[config.mk]
export PLATFORM = sky130hd
export DESIGN_NAME = pipe_stage_skid_reg
export DESIGN_NICKNAME = d
export VERILOG_FILES = /design/src/rtl/pipe_reg_pkg.sv /design/src/rtl/pipe_stage_skid_reg.sv
export SDC_FILE = /design/constraint.sdc
export NUM_CORES = 1
export LEC_CHECK = 0
export CAP_MARGIN = 10
export CORE_ASPECT_RATIO = 1.75
export CORE_MARGIN = 8
export CORE_UTILIZATION = 40
export CTS_BUF_LIST = sky130_fd_sc_hd__clkbuf_16
export CTS_CLUSTER_DIAMETER = 40
export CTS_CLUSTER_SIZE = 12
export DETAILED_ROUTE_END_ITERATION = 10
export PLACE_DENSITY = 0.64
export RECOVER_POWER = 50
export SYNTH_ARGS = -nofsm -noshare
export SYNTH_HDL_FRONTEND = slang
export SYNTH_SLANG_ARGS = --single-unit
[constraint.sdc]
create_clock -name CLK -period 4.79 [get_ports CLK]
set_input_delay 0.7185 -clock CLK [delete_from_list [all_inputs] [get_ports CLK]]
set_output_delay 0.7185 -clock CLK [all_outputs]
set_load 0.02 [all_outputs]
[src/rtl/pipe_reg_pkg.sv]
// Shared definitions for the pipeline skid register: state encoding and
// default payload/counter widths.
package pipe_reg_pkg;

    typedef enum logic [1:0] {
        ST_EMPTY = 2'd0,
        ST_FULL  = 2'd1,
        ST_SKID  = 2'd2
    } pipe_state_e;

    localparam int unsigned DEFAULT_DATA_W = 32;
    localparam int unsigned DEFAULT_CNT_W  = 16;

endpackage

[src/rtl/pipe_stage_skid_reg.sv]
// Valid/ready pipeline register with an optional second (skid) entry that
// lets IN_READY be registered, plus a saturating stalled-cycle counter.
module pipe_stage_skid_reg
    import pipe_reg_pkg::*;
#(
    parameter int unsigned              DATA_W    = DEFAULT_DATA_W,
    parameter logic [DATA_W-1:0]        RESET_VAL = '0,
    parameter bit                       SKID_EN   = 1'b1,
    parameter int unsigned              CNT_W     = DEFAULT_CNT_W
) (
    input  logic              CLK,
    input  logic              RESET,
    input  logic              FLUSH,
    input  logic              IN_VALID,
    output logic              IN_READY,
    input  logic [DATA_W-1:0] IN_DATA,
    output logic              OUT_VALID,
    input  logic              OUT_READY,
    output logic [DATA_W-1:0] OUT_DATA,
    output logic [CNT_W-1:0]  STALL_CNT
);

    pipe_state_e       state_q, state_d;
    logic [DATA_W-1:0] main_q, main_d;
    logic [DATA_W-1:0] skid_q, skid_d;
    logic              in_ready_q, in_ready_d;
    logic [CNT_W-1:0]  stall_cnt_q, stall_cnt_d;

    logic              in_ready;
    logic              accept;
    logic              send;

    assign OUT_VALID = (state_q != ST_EMPTY);
    assign OUT_DATA  = main_q;
    assign STALL_CNT = stall_cnt_q;

    // Skid mode decouples IN_READY from OUT_READY; stall mode passes it through.
    assign in_ready = SKID_EN ? in_ready_q : (OUT_READY || !OUT_VALID);
    assign IN_READY = in_ready;

    assign accept = IN_VALID && in_ready;
    assign send   = OUT_VALID && OUT_READY;

    always_comb begin
        state_d = state_q;
        main_d  = main_q;
        skid_d  = skid_q;

        if (FLUSH) begin
            state_d = ST_EMPTY;
            main_d  = RESET_VAL;
            skid_d  = RESET_VAL;
        end else begin
            case (state_q)
                ST_EMPTY: begin
                    if (accept) begin
                        state_d = ST_FULL;
                        main_d  = IN_DATA;
                    end
                end
                ST_FULL: begin
                    if (accept && send) begin
                        main_d = IN_DATA;
                    end else if (accept && SKID_EN) begin
                        state_d = ST_SKID;
                        skid_d  = IN_DATA;
                    end else if (send) begin
                        // Main is reloaded with the bubble value so OUT_DATA stays clean while idle.
                        state_d = ST_EMPTY;
                        main_d  = RESET_VAL;
                    end
                end
                ST_SKID: begin
                    if (send) begin
                        state_d = ST_FULL;
                        main_d  = skid_q;
                        skid_d  = RESET_VAL;
                    end
                end
                default: begin
                    state_d = ST_EMPTY;
                    main_d  = RESET_VAL;
                    skid_d  = RESET_VAL;
                end
            endcase
        end

        in_ready_d = (state_d != ST_SKID);

        stall_cnt_d = stall_cnt_q;
        if (OUT_VALID && !OUT_READY && (stall_cnt_q != '1)) begin
            stall_cnt_d = stall_cnt_q + 1'b1;
        end
    end

    always_ff @(posedge CLK) begin
        if (RESET) begin
            state_q     <= ST_EMPTY;
            main_q      <= RESET_VAL;
            skid_q      <= RESET_VAL;
            in_ready_q  <= 1'b1;
            stall_cnt_q <= '0;
        end else begin
            state_q     <= state_d;
            main_q      <= main_d;
            skid_q      <= skid_d;
            in_ready_q  <= in_ready_d;
            stall_cnt_q <= stall_cnt_d;
        end
    end

endmodule

* Word level (Yosys, flattened, before mapping) *
Cells that the tools add are included.

cells by class
  reduce and logical (&&, ||, !) cells = 11
  bitwise operators = 1
  order comparisons = 0
  equality and inequality tests = 10
  shift operators = 0
  multiplexer cells = 15
  add/subtract/negate cells = 1
  div/mod/pow operators = 0
  $mul = 0

operators by type and width
  cell                                            number
  2-to-1 mux 32 bit                               6
  case mux 32 bit (3 select lines)                2
  adder 16 x 1 -> 16 bit (second input constant)  1
  inequality test 16 bit (second input constant)  1
  2-to-1 mux 2 bit                                6
  inequality test 2 bit (second input constant)   5
  AND reduction 4 bit                             2
  inequality test 3 bit (second input constant)   2
  case mux 2 bit (3 select lines)                 1
  logical AND 1 bit                               5
  == test 2 x 1 -> 1 bit (second input constant)  1
  == test 2 bit (second input constant)           1
  logical NOT 2 bit                               1
  nonzero test 2 bit                              1
  OR reduction 2 bit                              1
  logical NOT 1 bit                               1
  inverter 1 bit                                  1

storage, ports and cells
  memories kept = 0
  logic and storage cells = 43
  RAM bits = 0
  output and inout port bits = 50
  flip-flop bits (word level) = 83
  memory bits (read-only) = 0
  latch bits = 0

* Logic depth before layout (Yosys ltp) *
Gate-level depths: netlist (run 1).

  depth after elaboration = 8
  mapped depth = 6

* Worst setup path before layout (run 1) *
OpenSTA, ideal clock, no wires.

  path kind = input-to-reg
  from = input OUT_READY
  to = register stall_cnt_q[13] (netlist: STALL_CNT[13])
  stages = 5
  slack = 2.931 ns
  arrival = 1.737 ns
  cells stage by stage = buf_2 -> nand2b_4 -> buf_6 -> nor4_2 -> mux2_4

on the way
  cells in the longest elaborated chain, start to end = 3

RTL lines
  item                             RTL line                    source
  start, declared                  pipe_stage_skid_reg.sv:18   input logic OUT_READY,
  logical NOT 1 bit                pipe_stage_skid_reg.sv:91   if (OUT_VALID && !OUT_READY && (stall_cnt_q != '1)) begin
  logical AND 1 bit (2 in series)  pipe_stage_skid_reg.sv:91
  end signal, assigned             pipe_stage_skid_reg.sv:108  stall_cnt_q <= stall_cnt_d;
  end, declared                    pipe_stage_skid_reg.sv:27   logic [CNT_W-1:0] stall_cnt_q, stall_cnt_d;

No other way between the ends.
A chain may end at the register's enable or synchronous reset.

* Worst setup path in the final report (run 1) *
  from = register stall_cnt_q[0] (netlist: STALL_CNT[0])
  to = register stall_cnt_q[13] (netlist: STALL_CNT[13])

on the way
  cells in the longest elaborated chain, start to end = 2
  elaborated cells between the ends (all ways) = 3
  those cells by class = add/sub: 1; eq/ne: 1; reduce/logical: 1

RTL lines
  item
  parallel branches: the longest is 2 deep, another holds adder 16 x 1 -> 16 bit

Parallel ways; which one is timed is not known.

==> run summary, run 1 <==
Slew HR - -19.91%
CP endpoint kind - flop
Pre-antenna DRT Iters - 5
routed vias/inst - 5.662
Yosys cell types - 47
# diodes - 0
post-place setup slack - 1.733 ns
post-CTS sizing - 0
RSZ-0062 raised after global routing - no
register area share after synthesis - 41.80%
Clk pin slew, worst setup/hold paths - 0.06 ns
Clock Latency Late Sink - 0.33 ns
Syn Nets - 451
initial antenna violation count - 0
post-route ant nets - 0
GRT Total Usage - 15.80%
FF+latch count, synth - 83
Final #Nets - 514
CTS Buffer Depth - 2
layout overhead on the synthesized area - 28.17%
crit path DAT - 3.04 ns
failing checks - capacitance limit, slew limit
Critical Path RT - 5.01 ns
Post-CTS Hold Buffers - 0
DR WL/cell - 17.33 um
number of synthesis warnings - 0
max-cap viol count - 1
final core occ - 52.04%
Min-Delay Path Class - flop to flop
total global routing overflow - 0
postcts setup bufs - 0
DR vias - 3431
CP Class - flop to flop
H-Tree Depth - 3
Gate Count Post-Synth - 413
worst reg-to-reg setup slack - 1.97 ns
top fanout value on the critical path - 13
clk sinks - 83
cells on worst reg2reg path - 5
Core ar. - 9789 um2
slew of the pin with the lowest slew margin - 1.782 ns
std cell rows - 48
initial core utilization - 40.61%
fin. max-slew vios - 14
maximum vdd ir drop - 201.8 uV
final wirelength - 10.50 mm
CTS tree - built
clock skew - 0.003223 ns
setup tns final - 0 ns
clk root buf - clkbuf_16
post-route worst setup slack - 1.972 ns
Post-synth top flop - dfxtp_1
GPL Wtd Cong - 0.8211
vias in the first global route - 3544
Worst Setup Start Kind - flop
hold path cells - 1
design area - 5095 um2
number of remaining DRC errors - 0
Initial DRC Count - 229
synthesized area per cell - 9.625 um2
first-pass GRT wire length - 17.46 mm
Post-synth ARST share - 0%
endpoints failing hold - 0
Tcrit/Tclk final - 58.84%
Lkg Pwr - 1.878 nW
share of layout cells above drive strength 1 - 6.029%
DP Area - 4860 um2
Boundary Pins - 87
outcome - finished, violations left
Die Area - 13510 um2
Post-Synthesis Cell Area - 3975 um2
setup violators final - 0
Die W - 91.36 um
number of synthesized flops with an enable pin - 0
number of I/O port buffers - 86
Max Clk Rate - 354.8 MHz
TritonCTS Buffers - 9
Fillers - 924
Power Density - 294.4 nW/um2
final HPWL from detailed placement - 6.891 mm
Die H - 147.9 um
pin count of the biggest net entering global routing - 67
fin crit period - 2.818 ns
==> cells in the final DEF (no fill, tap or decap), types with 5 or more instances in the layout <==
cell	instances
dfxtp_1	83
dlygate4sd3_1	51
nor2_1	38
clkdlybuf4s50_1	35
and2_1	33
mux2i_1	32
a22o_1	32
a22oi_1	32
o2bb2ai_1	32
a21oi_1	12
o31ai_1	9
or4_1	9
clkbuf_16	9
nand2_1	6
nand3_1	6
nand4_1	5
==> stage by stage <==
| stage | std cells | power, W | hold slack (ns) |
|---|---|---|---|
| detailed placement | 590 | 0.0009227 | 0.4457 |
| finish | 606 | 0.001500 | 0.4544 |
| global route | 606 | 0.001561 | 0.4794 |
| floorplan | 413 | 0.0008375 | 0.4613 |
| CTS | 606 | 0.001525 | 0.4644 |
| global placement | 590 | 0.0009215 | 0.4437 |
==> worst max-delay path, cell delays in order, from the launching register on <==
cell and delay [ns]:
dfxtp_1 0.37, ha_1 0.30, nand4_1 0.17, nor4_1 1.37, nor4_2 0.14, mux2_4 0.35
==> per-layer routing <==
metal	routed length, um	vias to the layer above	GRT usage (%)
met5	0	-	0
met4	199	0	7.749
met3	496	10	3.809
met2	5479	76	28.37
met1	4329	1671	16.67
li1	-	1674	-
==> registers in the layout (all words and copies together) (netlist names) <==
register   cells
OUT_DATA      32
skid_q        32
STALL_CNT     16
state_q        2
IN_READY       1
==> cell usage after synthesis (3+ instances only) <==
master,count,area [um2]
a22o_1,32,280.3
o21ai_0,4,20.02
buf_4,3,22.52
nand4_1,5,31.28
o2bb2ai_1,32,280.3
and2_1,33,206.5
a21oi_1,12,60.06
buf_1,3,11.26
or4_1,9,67.56
clkbuf_1,16,60.06
mux2i_1,32,320.3
o31ai_1,9,67.56
nor2b_1,5,31.28
nand3_1,6,30.03
dfxtp_1,83,1662
and3_1,3,18.77
buf_2,14,70.07
nand2_1,5,18.77
nor2_1,38,142.6
a22oi_1,32,240.2
==> where the power goes <==
part / leakage (nW) / switching (W) / internal, W
clock network: 0.132 / 0.000261 / 0.000339
logic: 1.07 / 0.0000985 / 0.0000887
registers: 0.672 / 0.00000819 / 0.000705
total: 1.88 / 0.000367 / 0.00113
==> final timing paths <==
path                                   start             to
worst max register to register  STALL_CNT[0]  STALL_CNT[13]
worst min-delay path            OUT_DATA[28]   OUT_DATA[28]
worst min register to register  OUT_DATA[28]   OUT_DATA[28]
worst max-delay path            STALL_CNT[0]  STALL_CNT[13]
==> kinds of logic (layout without fill, tap and decap cells) <==
kind of cell / after synthesis / after routing / synth area share, %
compound gates: 130 / 130 / 25.72
flops: 83 / 83 / 41.80
mux: 35 / 35 / 9.002
buf+inv: 40 / 108 / 4.879
fa+ha+maj: 1 / 1 / 0.3147
simple gates: 123 / 123 / 18.07
xor+xnor: 1 / 1 / 0.2204
==> area by class of cell <==
type | count | area [um2] | share of cell area [%]
clock inverter | 7 | 27.53 | 0.5403
sequential | 83 | 1662 | 32.61
timing repair buffer | 90 | 890.9 | 17.49
clock buffer | 9 | 225.2 | 4.420
multi-input combinational | 290 | 2126 | 41.72
inverter | 2 | 7.507 | 0.1473
tap | 125 | 156.4 | 3.070
(Power assumes the default switching activity.)
==> inputs of run 2 (changes only) <==
==> constraint.sdc (replaced) <==
create_clock -name CLK -period 2.6 [get_ports CLK]
set_input_delay 0.39 -clock CLK [delete_from_list [all_inputs] [get_ports CLK]]
set_output_delay 0.39 -clock CLK [all_outputs]
set_load 0.02 [all_outputs]
==> run 2 against run 1 <==
The flow now finishes without violations. Via count is 1.9% higher. Register-to-register slack got worse by 1.4 ns. Clock power increased by 140%. Core utilization increased by 1.5 points. Die area is the same. Wire length increased by 1.4%. Clock-buffer cell count unchanged. Clock skew is 0.0080 ns higher. Critical path type is now input port to flop.
==> run summary, run 2 (synthesis gave the netlist of run 1 again) <==
DR vias - 3496 (+1.9%)
TritonCTS Buffers - 9 (unchanged)
initial core utilization - 40.61% (unchanged)
Min Hold Slack - 0.4570 ns (+0.002535 ns)
Power Density - 588.8 nW/um2 (+100%)
maximum vdd ir drop - 335.3 uV (+66%)
CP Class - input port to flop
H-Tree Depth - 3 (unchanged)
CP endpoint kind - flop
total global routing overflow - 0 (unchanged)
post-place setup slack - 0.1707 ns (-1.563 ns)
Clk pin slew, worst setup/hold paths - 0.06 ns (about the same)
GPL Wtd Cong - 0.8068 (-1.7%)
first-pass GRT wire length - 17.54 mm (+0.47%)
fin crit period - 2.204 ns
most frequent cells in the layout - dfxtp_1 (83), dlygate4sd3_1 (47), clkdlybuf4s50_1 (39)
Initial DRC Count - 167 (-27%)
Storage cell area - 1662 um2 (unchanged)
clk sinks - 83 (unchanged)
Power Total - 0.003087 W (+110%)
CP max-delay cell - o22a_2
post-CTS sizing - 0 (unchanged)
Worst Setup Start Kind - input port
# diodes - 0 (unchanged)
Final #Nets - 522 (+1.6%)
clk root buf - clkbuf_16
Pre-antenna DRT Iters - 4 (-1)
endpoints failing hold - 0 (unchanged)
Die W - 91.36 um (unchanged)
max-cap viol count - 0 (-1)
post-route ant nets - 0 (unchanged)
Max Clk Rate - 453.7 MHz
post-route worst setup slack - 0.3960 ns (-1.576 ns)
Multi-input gate area - 2141 um2 (+0.71%)
number of I/O port buffers - 86 (unchanged)
CTS Buffer Depth - 2 (unchanged)
setup tns final - 0 ns (unchanged)
Core ar. - 9789 um2 (unchanged)
Tcrit/Tclk final - 84.77%
Die H - 147.9 um (unchanged)
Fillers - 898 (-2.8%)
top fanout value on the critical path - 32 (+19)
pin count of the biggest net entering global routing - 43 (-36%)
Clock Latency Late Sink - 0.34 ns (about the same)
layout overhead on the synthesized area - 31.89%
Boundary Pins - 87 (unchanged)
outcome - completed
final HPWL from detailed placement - 6.966 mm (+1.1%)
Lkg Pwr - 1.948 nW (+3.7%)
routed vias/inst - 5.694 (+0.57%)
number of remaining DRC errors - 0 (unchanged)
CTS tree - built
final wirelength - 10.65 mm (+1.4%)
hold path cells - 1 (unchanged)
share of layout cells above drive strength 1 - 7.975% (+1.9 points)
RSZ-0062 raised after global routing - no
crit path DAT - 2.39 ns (-0.65 ns)
std cell rows - 48 (unchanged)
Min-Delay Path Class - flop to flop
vias in the first global route - 3557 (+0.37%)
DR WL/cell - 17.34 um (about the same)
slew of the pin with the lowest slew margin - 1.033 ns (-0.7495 ns)
fin. max-slew vios - 0 (-14)
Die Area - 13510 um2 (unchanged)
critical-path cell list - dlygate4sd3_1 -> and3b_1 -> o22a_2 -> mux2i_1 -> nor2_1
clock skew - 0.01120 ns (+0.007974 ns)
Critical Path RT - 2.78 ns (-2.23 ns)
GRT Total Usage - 15.80% (about the same)
Post-CTS Hold Buffers - 0 (unchanged)
initial antenna violation count - 0 (unchanged)
Worst path max stage delay - 0.84 ns (-0.53 ns)
setup violators final - 0 (unchanged)
Slew HR - 31.15% (+51 points)
cells on worst reg2reg path - 6 (+1)
postcts setup bufs - 0 (unchanged)
commonest non-fill, non-tap cell in the layout - dfxtp_1
-- run 2: layer usage --
| metal | track usage, % | vias to the layer above | routed length [um] |
|---|---|---|---|
| met5 | 0 | - | 0 |
| met4 | 6.430 | 0 | 133 |
| met3 | 3.606 | 11 | 475 |
| met2 | 28.30 | 76 | 5557 |
| met1 | 17.35 | 1711 | 4482 |
| li1 | - | 1698 | - |
-- run 2: critical path, delay by kind of cell --
family                 cells  cell delay (ns)
buffers and inverters      1             0.59
multiplexers               1             0.29
AO/OA/AOI/OAI              1             0.84
AND/OR/NAND/NOR            2             0.27
-- run 2: layout make-up --
| cell class | instances | area share, % |
|---|---|---|
| clock buffer | 9 | 4.296 |
| clock inverter | 7 | 2.029 |
| inverter | 2 | 0.1432 |
| multi-input combinational | 290 | 40.84 |
| sequential | 83 | 31.69 |
| tap | 125 | 2.983 |
| timing repair buffer | 98 | 18.02 |
-- run 2: final timing paths --
path                                    from       endpoint  slack [ns]
worst max-delay path               OUT_READY     skid_q[19]        0.40
worst max register to register  STALL_CNT[1]  STALL_CNT[13]        0.57
worst min register to register  OUT_DATA[21]   OUT_DATA[21]        0.46
worst min-delay path            OUT_DATA[21]   OUT_DATA[21]        0.46
-- run 2: report_power, final --
| part | internal, W | total (W) | switching, W | leakage [nW] |
|---|---|---|---|---|
| registers | 0.00130 | 0.00131 | 0.0000154 | 0.672 |
| clock network | 0.000926 | 0.00142 | 0.000495 | 0.162 |
| logic | 0.000169 | 0.000352 | 0.000183 | 1.11 |
| total | 0.00239 | 0.00309 | 0.000693 | 1.95 |
-- run 2: through the flow --
step	utilization [%]	std cells	instance area, um2
after floorplan	-	413	3975
after global placement	50.26	598	4920
after detailed placement	50.26	598	4920
after CTS	53.64	614	5251
after global routing	53.55	614	5243
final	53.55	614	5243
